### src/rtl/cic_pkg.sv
// Shared CIC sizing helpers; the comb chain uses the same width constants.
package cic_pkg;

   function automatic int unsigned clog2(input int unsigned v);
      int unsigned r;
      r = 0;
      while ((longint'(1) << r) < longint'(v)) r++;
      return r;
   endfunction

   // Worst-case register growth across N stages at ratio R and differential delay M.
   function automatic int unsigned cic_out_width(input int unsigned dw, input int unsigned n,
                                                 input int unsigned r, input int unsigned m);
      return dw + n * clog2(r * m);
   endfunction

endpackage

### src/rtl/cic_integrator.sv
// One CIC integrator stage: OW-bit modular accumulator with enable and sync flush.
module cic_integrator #(
   parameter int unsigned OW = 22
) (
   input  logic          clk,
   input  logic          reset,
   input  logic          clear,
   input  logic          en,
   input  logic [OW-1:0] x,
   output logic [OW-1:0] acc
);

   // Wrap-around is intended; the downstream comb chain cancels it.
   always_ff @(posedge clk) begin
      if (reset || clear) acc <= '0;
      else if (en)        acc <= acc + x;
   end

endmodule

### src/rtl/cic_integ_decim.sv
// CIC decimator front half: N integrators at input rate followed by a 1-in-R downsampler.
// Optional build macro CIC_RUNTIME_RATE_EN adds the rate port for a runtime decimation ratio.
module cic_integ_decim
   import cic_pkg::*;
#(
   parameter int unsigned DW = 16,
   parameter int unsigned N  = 3,
   parameter int unsigned R  = 4,
   parameter int unsigned M  = 1,
   parameter int unsigned OW = cic_out_width(DW, N, R, M)
`ifdef CIC_RUNTIME_RATE_EN
   ,parameter int unsigned RW = 8
`endif
) (
   input  logic                 clk,
   input  logic                 reset,
   input  logic                 din_valid,
   input  logic signed [DW-1:0] din,
   input  logic                 clear,
`ifdef CIC_RUNTIME_RATE_EN
   input  logic [RW-1:0]        rate,
`endif
   output logic                 dout_valid,
   output logic signed [OW-1:0] dout
);

`ifdef CIC_RUNTIME_RATE_EN
   localparam int unsigned CW = RW;
`else
   localparam int unsigned CW = (R > 1) ? clog2(R) : 1;
`endif

   logic [OW-1:0] stage_in [N];
   logic [OW-1:0] acc      [N];
   logic [OW-1:0] last_next_c;
   logic [CW-1:0] cnt;
   logic [CW-1:0] cnt_lim;
   logic          wrap_c;

   assign stage_in[0] = OW'(din);

   for (genvar k = 0; k < N; k++) begin : g_stage
      if (k > 0) begin : g_link
         assign stage_in[k] = acc[k-1];
      end
      cic_integrator #(.OW(OW)) u_integ (
         .clk   (clk),
         .reset (reset),
         .clear (clear),
         .en    (din_valid),
         .x     (stage_in[k]),
         .acc   (acc[k])
      );
   end

   // Value the last integrator takes at this edge, captured directly into dout on a wrap.
   assign last_next_c = acc[N-1] + stage_in[N-1];
   assign wrap_c      = din_valid && (cnt == cnt_lim);

`ifdef CIC_RUNTIME_RATE_EN
   logic [RW-1:0] lim_c;
   logic [RW-1:0] r_lim;

   // rate 0 and 1 both mean one sample per frame; latched only at frame boundaries.
   assign lim_c = (rate <= RW'(1)) ? '0 : rate - RW'(1);

   always_ff @(posedge clk) begin
      if (reset || clear || wrap_c) r_lim <= lim_c;
   end

   assign cnt_lim = r_lim;
`else
   assign cnt_lim = CW'(R - 1);
`endif

   always_ff @(posedge clk) begin
      if (reset || clear) begin
         cnt        <= '0;
         dout       <= '0;
         dout_valid <= 1'b0;
      end else begin
         dout_valid <= 1'b0;
         if (wrap_c) begin
            cnt        <= '0;
            dout       <= last_next_c;
            dout_valid <= 1'b1;
         end else if (din_valid) begin
            cnt <= cnt + CW'(1);
         end
      end
   end

endmodule
### config.mk
export PLATFORM = sky130hd
export DESIGN_NAME = cic_integ_decim
export DESIGN_NICKNAME = d
export VERILOG_FILES = /design/src/rtl/cic_pkg.sv /design/src/rtl/cic_integrator.sv /design/src/rtl/cic_integ_decim.sv
export SDC_FILE = /design/constraint.sdc
export NUM_CORES = 1
export LEC_CHECK = 0
export CORE_ASPECT_RATIO = 1.1
export CORE_MARGIN = 2
export CORE_UTILIZATION = 40
export DETAILED_ROUTE_END_ITERATION = 10
export PLACE_DENSITY_LB_ADDON = 0.1
export REMOVE_ABC_BUFFERS = 1
export SLEW_MARGIN = 20
export SYNTH_ARGS = -nofsm -noshare
export SYNTH_HDL_FRONTEND = slang
export SYNTH_SLANG_ARGS = --single-unit
export TNS_END_PERCENT = 1
### constraint.sdc
create_clock -name clk -period 2.9 [get_ports clk]
set_input_delay 0.435 -clock clk [delete_from_list [all_inputs] [get_ports clk]]
set_output_delay 0.435 -clock clk [all_outputs]
set_load 0.03 [all_outputs]
==> results.py <==
metrics = {
    "power_and_ir_drop": {
        "p_total_uw": 2940,
        "ir_drop_mv": 0.275,
        "powerDensity_nw_per_um2": 404,
        "power.leakage_uw": 0.00320,
    },
    "logic_synthesis": {
        "synthFlopType": "dfxtp_1",
        "seq_area_frac_synth": 0.294,
        "synthCells": 753,
        "synth_area_sq_um": 6190,
        "synth_edf_count": 0,
        "synth_area_per_cell_sq_um": 8.22,
        "yosysUniqueCellTypes": 60,
        "synthArstFlopShare": 0,
        "yosys_warnings": 0,
        "synth-seq-cells": 91,
    },
    "global_routing": {
        "antenna_found_initial": 0,
        "grt_max_degree": 42,
        "grt_pass1_wl_mm": 24.2,
        "grt_pass1_vias": 5174,
        "grt.overflow.total": 0,
        "grt_usage": 0.183,
    },
    "timing": {
        "finalCriticalPeriod_ns": 2.69,
        "maxSlewHeadroom": 0.608,
        "finalSetupViolCount": 0,
        "period_share": 0.927,
        "max_freq_mhz": 372,
        "worst_slack_ns": 0.212,
        "tns_ns": 0,
        "hold_viol": 0,
        "clock_skew_ns": 0.00521,
        "rsz0062_at_grt": "no",
        "finalMaxSlewViolations": 0,
        "tightestPinTransition_ns": 0.588,
    },
    "final_layout": {
        "layout-drive-gt1-share": 0.0754,
        "antenna_cells": 0,
        "area_delta_synth_final_pct": 17.6,
        "design_area_sq_um": 7280,
        "layout.nets": 891,
        "stdcell_count": 1005,
    },
    "place": {
        "dp_slack_ns": -0.122,
        "dpl-instance-area_sq_um": 6940,
        "hpwl_mm": 11.2,
        "gp_congestion": 0.915,
        "place_inst": 989,
        "io_buffer_count": 42,
    },
    "cts": {
        "clockRootBuffer": "clkbuf_16",
        "clk-insertion-delay-late_ns": 0.34,
        "clk_pin_slew_worst_paths_ns": 0.07,
        "htreeDepth": 3,
        "cts_buffer_depth": 2,
        "cts.sinks": 91,
        "cts_tree": "yes",
        "cts_buffers": 9,
    },
    "critical_path": {
        "crit_chain": "ha_1 > a211oi_2 > o21bai_1 > a211oi_4 > a32oi_2 > a311oi_2 > xor2_1 > or3_2 > a21oi_1",
        "cp_slowest_stage_delay_ns": 0.42,
        "crit_path_start_kind": "flip-flop",
        "cp.required_ns": 3.18,
        "end_kind": "flip-flop",
        "crit_type": "reg2reg",
        "cp_max_fo": 4,
        "slowest_stage": "or3_2",
        "crit_arrival_ns": 2.96,
    },
    "routing": {
        "drtPass1Iterations": 4,
        "totalWireLength_mm": 14.4,
        "viasPerCell": 5.35,
        "vias": 5375,
        "wire_per_inst_microns": 14.3,
        "drt_iter0_markers": 379,
        "drc": 0,
        "ant_nets": 0,
    },
    "floorplan": {
        "die_w_microns": 123,
        "start_util": 0.409,
        "die_area_sq_um": 16500,
        "die_h_microns": 134,
        "coreArea_sq_um": 15100,
        "rows": 47,
        "io_pins": 43,
    },
    "job": {
        "cap_violations": 0,
    },
    "run_status": {
        "status": "finished clean",
    },
    "worst_hold_path": {
        "worstHoldPathType": "in2reg",
    },
}
## synthesized netlist by cell type, types with 3 or more instances
master | instances | area share
xor2_1 | 13 | 0.018
o31a_1 | 5 | 0.0071
a31oi_1 | 7 | 0.0071
o31ai_1 | 4 | 0.0049
o22ai_1 | 3 | 0.0030
or3_1 | 6 | 0.0061
or4_1 | 4 | 0.0049
and3_1 | 8 | 0.0081
a211o_1 | 5 | 0.0071
a21o_1 | 27 | 0.033
o21ai_0 | 38 | 0.031
ha_1 | 64 | 0.13
mux2i_1 | 29 | 0.047
o21bai_1 | 5 | 0.0061
nor2_1 | 84 | 0.051
o211ai_1 | 4 | 0.0049
o21a_1 | 17 | 0.021
nor2b_1 | 13 | 0.013
a21oi_1 | 69 | 0.056
dfxtp_1 | 91 | 0.29
nand2b_1 | 9 | 0.0091
clkbuf_1 | 24 | 0.015
xnor2_1 | 29 | 0.041
inv_1 | 19 | 0.012
nand4_1 | 9 | 0.0091
a21boi_0 | 4 | 0.0049
fa_1 | 3 | 0.0097
nand3_1 | 17 | 0.014
o21ai_1 | 3 | 0.0024
nand2_1 | 68 | 0.041
a211oi_1 | 18 | 0.022
nor3_1 | 14 | 0.011
buf_1 | 5 | 0.0030
## area by class of cell
cell class | count | area (sq um)
Tap cell | 196 | 245
Clock buffer | 9 | 225
Sequential cell | 91 | 1820
Multi-Input combinational cell | 613 | 4190
Fill cell | 1453 | 7840
Clock inverter | 7 | 98.8
Inverter | 20 | 75.1
Timing Repair Buffer | 69 | 618
## cells by family (layout without fill, tap and decap cells)
| group | count (synthesis) | in the layout | share of synthesized area |
|---|---|---|---|
| AO/OA/AOI/OAI | 234 | 234 | 0.252 |
| XOR/XNOR | 42 | 42 | 0.0595 |
| adder cells (fa/ha/maj) | 67 | 67 | 0.139 |
| buffers and inverters | 49 | 105 | 0.0297 |
| flip-flops | 91 | 91 | 0.294 |
| multiplexers | 29 | 29 | 0.0469 |
| AND/OR/NAND/NOR | 241 | 241 | 0.179 |
## placed cells by master, fill, tap and decap left out, drive strengths merged, types with 13 or more instances in the layout
cell type and instances:
ha 64, mux2i 29, o21ai 42, xnor2 29, o21a 17, nor3 14
a21oi 69, a211oi 20, xor2 13, buf 28, nor2 84, nand2 68
a21o 29, nor2b 13, nand3 17, dfxtp 91, inv 21, clkdlybuf4s50 41
## where the power goes
group	switching, uW	internal [uW]	total [uW]
Clock	507	761	1270
Combinational	206	174	380
Sequential	23.3	1270	1300
## worst max-delay path, delay by kind of cell (launching register included)
family                     cells  cell delay, ns
and+or+nand+nor                1            0.42
DFF                            1            0.39
adders and majority gates      1            0.28
xor gates and xnor gates       1            0.14
AOI/OAI and AO/OA              6            1.39
## stage by stage
step | util | hold WS, ns
6_report | 0.481 | 0.441
5_1_grt | 0.481 | 0.467
4_1_cts | 0.481 | 0.440
3_5_place_dp | 0.459 | 0.449
3_3_place_gp | 0.459 | 0.443
2_1_floorplan | - | 0.432
## layer usage
metal / vias up / global-route usage / wire length, microns
met5: - / 0 / 0
met4: 0 / 0.0639 / 272
met3: 18 / 0.0272 / 371
met2: 96 / 0.307 / 6710
met1: 2422 / 0.237 / 7050
li1: 2839 / - / -
## registers in the layout (all words and copies together), names as in the netlist
| register | cells |
|---|---|
| dout | 22 |
| dout_valid | 1 |
| g_stage.u_integ.acc | 66 |
| cnt | 2 |
## final timing paths
check,from,end,slack (ns),cells after the start
setup reg to reg,g_stage[1].u_integ.acc[1],g_stage[2].u_integ.acc[21],0.21,9
hold reg to reg,dout[9],dout[9],0.45,2
setup / recovery,g_stage[1].u_integ.acc[1],g_stage[2].u_integ.acc[21],0.21,9
hold / removal,din_valid,g_stage[2].u_integ.acc[0],0.44,3
## what timing repair did
item | 4_1_cts | 5_1_grt
setup buffers | 0 | 0
resized for setup | 0 | 3
hold buffers | 0 | 0
setup endpoints to repair | 0 | 3
No activity file was read; power rests on OpenSTA's default activity.
